## src/rtl/ppu_pkg.sv

```systemverilog
// rtl/ppu_pkg.sv - shared PPU mixer types and pixel constants.
package ppu_pkg;

  typedef enum logic [2:0] {
    IDLE,
    WAIT,
    MIX,
    DRAIN,
    DONE
  } ppu_state_e;

  localparam int TRANSPARENT_COL = 0;
  localparam int BACKDROP        = 0;

endpackage

```

## src/rtl/layer_prio_resolve.sv

```systemverilog
// rtl/layer_prio_resolve.sv - combinational N-way pick of the visible layer pixel.
module layer_prio_resolve
  import ppu_pkg::*;
#(
  parameter int NUM_LAYERS = 3,
  parameter int PAL_W      = 5,
  parameter int COL_W      = 4,
  parameter int PRIO_W     = 2,
  parameter int PIX_W      = PAL_W + COL_W
) (
  input  logic [NUM_LAYERS-1:0]        layer_en,
  input  logic [NUM_LAYERS*PIX_W-1:0]  layer_pixel,
  input  logic [NUM_LAYERS*PRIO_W-1:0] layer_prio,
  output logic [PIX_W-1:0]             win_pixel
);

  logic              found;
  logic [PRIO_W-1:0] best_prio;

  // Strict greater-than keeps the earlier (lower-index) layer on a priority tie.
  always_comb begin
    win_pixel = PIX_W'(BACKDROP);
    found     = 1'b0;
    best_prio = '0;
    for (int i = 0; i < NUM_LAYERS; i++) begin
      if (layer_en[i] &&
          (layer_pixel[i*PIX_W +: COL_W] != COL_W'(TRANSPARENT_COL)) &&
          (!found || (layer_prio[i*PRIO_W +: PRIO_W] > best_prio))) begin
        found     = 1'b1;
        best_prio = layer_prio[i*PRIO_W +: PRIO_W];
        win_pixel = layer_pixel[i*PIX_W +: PIX_W];
      end
    end
  end

endmodule

```

## src/rtl/layer_mixer.sv

```systemverilog
// rtl/layer_mixer.sv - N-layer row mixer: waits for engines, sweeps the row, writes resolved pixels.
module layer_mixer
  import ppu_pkg::*;
#(
  parameter int NUM_LAYERS = 3,
  parameter int ROW_WIDTH  = 320,
  parameter int PAL_W      = 5,
  parameter int COL_W      = 4,
  parameter int PRIO_W     = 2,
  parameter int RD_LAT     = 1,
  parameter int ADDR_W     = $clog2(ROW_WIDTH),
  parameter int PIX_W      = PAL_W + COL_W
) (
  input  logic                         clk,
  input  logic                         rst_n,
  input  logic                         prep,
  input  logic [NUM_LAYERS-1:0]        layer_en,
  input  logic [NUM_LAYERS-1:0]        layer_done,
  output logic [ADDR_W-1:0]            pixel_addr,
  input  logic [NUM_LAYERS*PIX_W-1:0]  layer_pixel,
  input  logic [NUM_LAYERS*PRIO_W-1:0] layer_prio,
  output logic [PIX_W-1:0]             rowram_wrdata,
  output logic [ADDR_W-1:0]            rowram_wraddr,
  output logic                         rowram_wren,
  output logic                         mix_done
);

  localparam logic [ADDR_W-1:0] LAST_ADDR = ADDR_W'(ROW_WIDTH - 1);
  localparam int                DCNT_W    = $clog2(RD_LAT + 2);

  ppu_state_e        state, state_nxt;
  logic [DCNT_W-1:0] drain_cnt;
  logic              layers_ready;
  logic              issue;
  logic              start_mix;
  logic              advance;
  logic [RD_LAT-1:0] dl_vld;
  logic [ADDR_W-1:0] dl_addr [RD_LAT];
  logic [PIX_W-1:0]  resolved;

  assign layers_ready = &(layer_done | ~layer_en);

  always_ff @(posedge clk or negedge rst_n) begin
    if (!rst_n) state <= IDLE;
    else        state <= state_nxt;
  end

  // Any prep restarts the row from WAIT, even when the engines are already ready.
  always_comb begin
    state_nxt = state;
    issue     = 1'b0;
    start_mix = 1'b0;
    advance   = 1'b0;
    mix_done  = 1'b0;
    unique case (state)
      IDLE:  if (prep) state_nxt = WAIT;
      WAIT: begin
        if (prep) begin
          state_nxt = WAIT;
        end else if (layers_ready) begin
          state_nxt = MIX;
          start_mix = 1'b1;
        end
      end
      MIX: begin
        issue = 1'b1;
        if (prep)                           state_nxt = WAIT;
        else if (pixel_addr == LAST_ADDR)   state_nxt = DRAIN;
        else                                advance   = 1'b1;
      end
      DRAIN: begin
        if (prep)                                  state_nxt = WAIT;
        else if (drain_cnt == DCNT_W'(RD_LAT))     state_nxt = DONE;
      end
      DONE: begin
        mix_done = 1'b1;
        if (prep) state_nxt = WAIT;
      end
      default: state_nxt = IDLE;
    endcase
  end

  always_ff @(posedge clk or negedge rst_n) begin
    if (!rst_n) begin
      pixel_addr <= '0;
      drain_cnt  <= '0;
    end else begin
      if (start_mix)    pixel_addr <= '0;
      else if (advance) pixel_addr <= pixel_addr + ADDR_W'(1);
      if (state == DRAIN) drain_cnt <= drain_cnt + DCNT_W'(1);
      else                drain_cnt <= '0;
    end
  end

  // Write address travels with the read so it lines up with the returning buffer data.
  always_ff @(posedge clk or negedge rst_n) begin
    if (!rst_n) begin
      dl_vld <= '0;
      for (int i = 0; i < RD_LAT; i++) dl_addr[i] <= '0;
    end else begin
      dl_vld[0]  <= issue & ~prep;
      dl_addr[0] <= pixel_addr;
      for (int i = 1; i < RD_LAT; i++) begin
        dl_vld[i]  <= dl_vld[i-1] & ~prep;
        dl_addr[i] <= dl_addr[i-1];
      end
    end
  end

  layer_prio_resolve #(
    .NUM_LAYERS (NUM_LAYERS),
    .PAL_W      (PAL_W),
    .COL_W      (COL_W),
    .PRIO_W     (PRIO_W),
    .PIX_W      (PIX_W)
  ) u_resolve (
    .layer_en    (layer_en),
    .layer_pixel (layer_pixel),
    .layer_prio  (layer_prio),
    .win_pixel   (resolved)
  );

  always_ff @(posedge clk or negedge rst_n) begin
    if (!rst_n) begin
      rowram_wren   <= 1'b0;
      rowram_wraddr <= '0;
      rowram_wrdata <= '0;
    end else begin
      rowram_wren <= dl_vld[RD_LAT-1] & ~prep;
      if (dl_vld[RD_LAT-1] && !prep) begin
        rowram_wraddr <= dl_addr[RD_LAT-1];
        rowram_wrdata <= resolved;
      end
    end
  end

endmodule

```

## config.mk

```make
export PLATFORM = sky130hd
export DESIGN_NAME = layer_mixer
export DESIGN_NICKNAME = d
export VERILOG_FILES = /design/src/rtl/ppu_pkg.sv /design/src/rtl/layer_prio_resolve.sv /design/src/rtl/layer_mixer.sv
export SDC_FILE = /design/constraint.sdc
export NUM_CORES = 1
export LEC_CHECK = 0
export ABC_AREA = 0
export CORE_MARGIN = 1
export CORE_UTILIZATION = 45
export CTS_BUF_LIST = sky130_fd_sc_hd__clkbuf_8
export CTS_CLUSTER_DIAMETER = 40
export DETAILED_ROUTE_END_ITERATION = 10
export HOLD_SLACK_MARGIN = 0.03
export PLACE_DENSITY = 0.8
export SLEW_MARGIN = 10
export SYNTH_ARGS = -nofsm -noshare
export SYNTH_HDL_FRONTEND = slang
export SYNTH_SLANG_ARGS = --single-unit
```

## constraint.sdc

```tcl
create_clock -name clk -period 2.3 [get_ports clk]
set_input_delay 0.46 -clock clk [delete_from_list [all_inputs] [get_ports clk]]
set_output_delay 0.46 -clock clk [all_outputs]
set_load 0.05 [all_outputs]
```

=== Yosys cells after proc, flatten, opt, wreduce, memory -nomap -nowiden ===
Cells that the tools add are included.

* Muxes and demuxes: 26
* Bitwise operators: 5
* Equality and inequality tests: 10
* Order comparisons: 2
* Reduce and logical (&&, ||, !) cells: 19
* Add/sub/neg operators: 2

{| class="wikitable"
|+ Operator list
! operator !! number
|-
| 9-bit two-way mux || 5
|-
| 3-bit two-way mux || 7
|-
| 3-bit one-hot mux with 4 select lines || 1
|-
| 4-bit nonzero test || 3
|-
| 1-bit two-way mux || 10
|-
| 9-bit by 1-bit adder with 9-bit output (second input constant) || 1
|-
| 9-bit == test (second input constant) || 1
|-
| 3-bit != test (second input constant) || 3
|-
| 3-bit by 2-bit == test with 1-bit output (second input constant) || 2
|-
| 1-bit logical AND || 6
|-
| 2-bit two-way mux || 3
|-
| 2-bit greater-than comparator || 2
|-
| 4-bit AND reduction || 1
|-
| 3-bit by 1-bit == test with 1-bit output (second input constant) || 1
|-
| 3-bit == test (second input constant) || 1
|-
| 1-bit logical NOT || 3
|-
| 3-bit logical NOT || 1
|-
| 3-bit NOT || 1
|-
| 3-bit OR || 1
|-
| 3-bit AND reduction || 1
|-
| 2-bit by 1-bit adder with 2-bit output (second input constant) || 1
|-
| 1-bit AND || 2
|-
| 2-bit by 1-bit == test with 1-bit output (second input constant) || 1
|-
| 1-bit logical OR || 2
|-
| 4 further kinds || 4
|}

* Output and inout bits: 29
* Bits in registers: 43

=== Depth between registers and ports, before layout ===
* Depth in word-level cells: 11
* Mapped depth: 13

=== Hierarchy ===
From an unflattened synthesis, not the netlist that was laid out.

* Cells, all modules: 194
* Area total of the unflattened synthesis: 2212.1 um^2

{| class="wikitable"
|+ By module, submodules not included
! module !! sequential area each (um^2) !! cells an instance !! times used !! area each (um^2)
|-
| layer_mixer || 1076.0 || 129 || 1 || 1679.1
|-
| layer_prio_resolve || 0.0 || 65 || 1 || 533.0
|}

=== Worst setup path after synthesis ===
OpenSTA, ideal clock, no wires.

* Kind: input -> register
* Start: input layer_pixel[3]
* End: register rowram_wrdata[0]
* Data required time: 2.169 ns
* Path slack: -0.991 ns
* Library setup time: 0.131 ns
* Data arrival time: 3.160 ns
* Stages on the path: 13
* Cell sequence: o41a_1 > and2_1 > ha_1 > nand2_1 > o21ai_0 > a21oi_1 > a22oi_1 > ha_1 > nor2b_1 > o211ai_1 > nand3_1 > a221oi_1 > nor3_1

* Longest elaborated chain between the ends: 11
* Elaborated cells on any way between the ends: 17

{| class="wikitable"
|+ Ends and longest elaborated chain
! element !! RTL line !! text
|-
| start, declared || layer_mixer.sv:20 || <nowiki>input logic [NUM_LAYERS*PIX_W-1:0] layer_pixel,</nowiki>
|-
| 4-bit nonzero test (*) || layer_prio_resolve.sv:27 || <nowiki>(layer_pixel[i*PIX_W +: COL_W] != COL_W'(TRANSPARENT_COL)) &&</nowiki>
|-
| 1-bit logical AND (*) || layer_prio_resolve.sv:26 || <nowiki>if (layer_en[i] &&</nowiki>
|-
| 2-bit two-way mux / 1-bit two-way mux (equally long branches) || layer_prio_resolve.sv:26 ||
|-
| 2-bit greater-than comparator / 1-bit logical NOT (equally long branches) || layer_prio_resolve.sv:28 || <nowiki>(!found || (layer_prio[i*PRIO_W +: PRIO_W] > best_prio))) begin</nowiki>
|-
| 1-bit logical OR || layer_prio_resolve.sv:28 ||
|-
| 1-bit logical AND || layer_prio_resolve.sv:27 ||
|-
| 2-bit two-way mux / 1-bit two-way mux (equally long branches) || layer_prio_resolve.sv:26 ||
|-
| 2-bit greater-than comparator / 1-bit logical NOT (equally long branches) || layer_prio_resolve.sv:28 ||
|-
| 1-bit logical OR || layer_prio_resolve.sv:28 ||
|-
| 1-bit logical AND || layer_prio_resolve.sv:27 ||
|-
| 9-bit two-way mux (*) || layer_prio_resolve.sv:26 ||
|-
| end signal, assigned || layer_mixer.sv:132 || <nowiki>rowram_wrdata <= resolved;</nowiki>
|-
| end, declared || layer_mixer.sv:22 || <nowiki>output logic [PIX_W-1:0] rowram_wrdata,</nowiki>
|}

Every way passes the cells marked *; elsewhere a longest branch is shown, timed or not.
A chain may end at the register's enable or synchronous reset.

=== Worst setup path after layout ===
* Start: input layer_pixel[0]
* End: register rowram_wrdata[1]

Same word-level chain as after synthesis.

==> results.yml <==
outcome:
  outcome: "finished, violations left"
  violations: "setup timing"
clock_tree:
  clock_path_buffers: 2
  clkLatencyLatePin_ps: 290
  cts.root.buffer_cell: "clkbuf_8"
  h-tree-depth: 2
  clk_pin_slew_ps: 80
  clkSinkCount: 43
  cts_inserted_buffers: 5
  cts_tree: "built"
  holdBufCountCts: 0
cells_and_area:
  ff_latch_area_um2: 1080
  multiInputGateArea_um2: 1130
  drive_above_1_share: 0.290
  n_antenna_cell: 0
  syn_to_final_growth_pct: 58.9
  num-nets-final: 333
  fill_cells: 300
sta:
  tns_ps: -6230
  fmax_mhz: 329
  relSlewSlack: 0.297
  rsz0062_at_grt: "true"
  fin_ws_ps: -743
  period_minus_slack_ps: 3040
  setup_violations: 9
  clock_skew_ps: 7.22
  hold_violations: 0
  tightest_slew_ps: 1040
  min_period_over_period: 1.32
  slew_viol_final: 0
worst_setup_path:
  cp.required_ps: 2470
  critPathMaxFanout: 4
  crit_top_cell: "buf_6"
  ff2ff_path_depth: 5
  crit_chain: "buf_6 > o41a_1 > and2_4 > ha_4 > nor2b_4 > o21ai_4 > o21a_1 > buf_6 > a22o_1 > ha_1 > nand2_2 > o211ai_1 > buf_4 > nand3_4 > buf_6 > a221oi_4 > nor3_2"
  critPathBufInv: 4
  cp.depth: 17
  start_kind: "input port"
  crit_type: "in -> reg"
  cp_top_family: "compound AO/OA/AOI/OAI gates"
  reg2reg_slack_ps: 420
  cp_slowest_stage_delay_ps: 460
  critPathCaptureType: "flip-flop"
  slowest_stage: "o41a_1"
  crit_arrival_ps: 3220
detailed_routing:
  avgViaCountPerCell: 5.38
  ant_nets: 0
  drtPass1Iterations: 4
  wl_per_cell_um: 16.4
  vias: 1817
  drt-total-wl_um: 5530
  drc_errors: 0
  drtIter0Drc: 103
hold_path:
  hold_path_class: "in -> async"
global_route:
  use_met2: 0.398
  met1_usage: 0.299
  met3_usage: 0.0451
  grt_max_degree: 44
  top_usage_layer: "met2"
  grt_pass1_vias: 1882
  grt-ovfl-total: 0
  antenna_found_initial: 0
  grt_pass1_wl_um: 9100
  grt.total_usage: 0.236
synthesis:
  yosysTopAreaCell: "dfrtp_1"
  yosysSeqAreaShare: 0.522
  synth.top_cell.area_share: 0.522
  synth_area_um2: 2060
  synth_cell_types: 43
  synth_area_leaders: "dfrtp_1, mux2_2, nor2b_1"
  postSynthRegisterBits: 43
  synth.avg_cell_area_um2: 11.1
  synth_cells: 185
  synth_nets: 233
  yosys_warnings: 0
pwr:
  peakVddDrop_mv: 0.497
  power_density_nw_per_um2: 770
  p_leak_nw: 1.46
placement:
  dp_hpwl_um: 3730
  io_buffer_count: 70
  routabilityCongestion: 0.794
  preCtsSetupSlack_ps: -1420
die:
  die_area_um2: 4850
  start_util: 0.470
  rows: 24
  fp.dieW_um: 69.7
  ios: 71
  coreArea_um2: 4380
  die_h_um: 69.7
run:
  drv_cap: 0
[registers in the layout, summed over array words and instances (netlist names)]
signal / flops
dl_addr: 9
pixel_addr: 9
rowram_wraddr: 9
rowram_wrdata: 9
state: 3
drain_cnt: 2
dl_vld: 1
rowram_wren: 1
[synth_stat cells]
| cell | instances |
|---|---|
| nor2_1 | 21 |
| and4_2 | 1 |
| and2_1 | 1 |
| o21ai_0 | 5 |
| or3b_1 | 1 |
| buf_6 | 3 |
| nand2b_1 | 3 |
| o31a_2 | 1 |
| buf_2 | 2 |
| or3_1 | 1 |
| nor3_1 | 9 |
| a211oi_1 | 1 |
| nand4_1 | 4 |
| and2_2 | 1 |
| nand3_1 | 3 |
| a221oi_1 | 9 |
| mux2i_1 | 1 |
| dfrtp_1 | 43 |
| o31a_1 | 1 |
| xor2_1 | 5 |
| and3_2 | 1 |
| xnor2_1 | 2 |
| a22oi_1 | 2 |
| nor4b_4 | 1 |
| ha_1 | 6 |
| inv_1 | 4 |
| and3_1 | 1 |
| o41ai_2 | 1 |
| mux2_2 | 9 |
| o41ai_1 | 1 |
| a21oi_1 | 4 |
| o41a_1 | 2 |
| a22o_1 | 2 |
| a21boi_0 | 1 |
| nand3b_1 | 1 |
| o211ai_1 | 1 |
| clkbuf_1 | 1 |
| nand2_1 | 12 |
| nor2b_1 | 13 |
| o21a_1 | 1 |
| nor3_2 | 1 |
| nand2_4 | 1 |
| o31ai_1 | 1 |
[worst reg2reg max path, stage by stage, from the launching register on]
cell and delay, ps:
dfrtp_1 510, nor4b_4 370, o31a_1 390, nand2_4 90
or3_1 300, a21oi_1 140
[logic make-up (layout without fill, tap and decap cells)]
| family | Yosys count | count (layout) | share of synthesized area |
|---|---|---|---|
| flip-flops | 43 | 43 | 0.522 |
| XOR/XNOR | 7 | 7 | 0.0298 |
| buffers and inverters | 10 | 110 | 0.0304 |
| AND/OR/NAND/NOR | 76 | 77 | 0.201 |
| adder cells (fa/ha/maj) | 6 | 6 | 0.0364 |
| multiplexers | 10 | 10 | 0.0540 |
| AO/OA/AOI/OAI | 33 | 33 | 0.126 |
[metrics by stage]
step | hold WS [ps] | utilization | cells | power [mW] | area (µm²)
after floorplan | 164 | - | 185 | 1.61 | 2070
after global placement | 424 | 0.673 | 323 | 1.96 | 2950
after detailed placement | 430 | 0.673 | 323 | 1.99 | 2950
after CTS | 250 | 0.730 | 338 | 2.49 | 3200
after global routing | 279 | 0.747 | 338 | 2.66 | 3270
final | 233 | 0.747 | 338 | 2.52 | 3270
[path summary, 6_finish.rpt]
check,startpoint,end
max in group asynchronous,rst_n,rowram_wraddr[6]
worst max-delay path,layer_pixel[0],rowram_wrdata[1]
worst min register to register,drain_cnt[0],drain_cnt[0]
min in group clk,drain_cnt[0],drain_cnt[0]
worst max register to register,state[0],pixel_addr[7]
worst min-delay path,rst_n,rowram_wraddr[2]
[final cells by class]
cell class	instances	area share
clock inverter	3	0.00497
sequential	43	0.329
tap	52	0.0199
inverter	4	0.00459
clock buffer	5	0.0210
multi-input combinational	133	0.345
timing repair buffer	98	0.276
[repair_timing]
item | 4_1_cts | 5_1_grt
buffers inserted | 6 | 0
endpoints found under the setup margin | 9 | 9
cloned | 1 | 0
resized for setup | 39 | 12
pin swaps | 20 | 16
[layer usage]
layer | vias to the layer above | routed length (µm)
li1 | 877 | -
met5 | - | 0
met3 | 21 | 207
met2 | 57 | 2820
met1 | 862 | 2330
met4 | 0 | 178
[power breakdown]
part	total, mW	internal, mW	switching [mW]	leakage, nW
registers	0.993	0.888	0.106	0.579
clock network	0.458	0.208	0.251	0.0453
logic	1.07	0.427	0.643	0.833
[placed cells by master (no fill, tap or decap), drive strengths merged, types with 6 or more instances in the layout]
cell	Yosys	layout
a221oi	9	9
buf	5	33
clkbuf	1	6
clkdlybuf4s50	0	62
dfrtp	43	43
ha	6	6
mux2	9	9
nand2	13	13
nor2	21	21
nor2b	13	13
nor3	10	10
(Power assumes the default switching activity.)
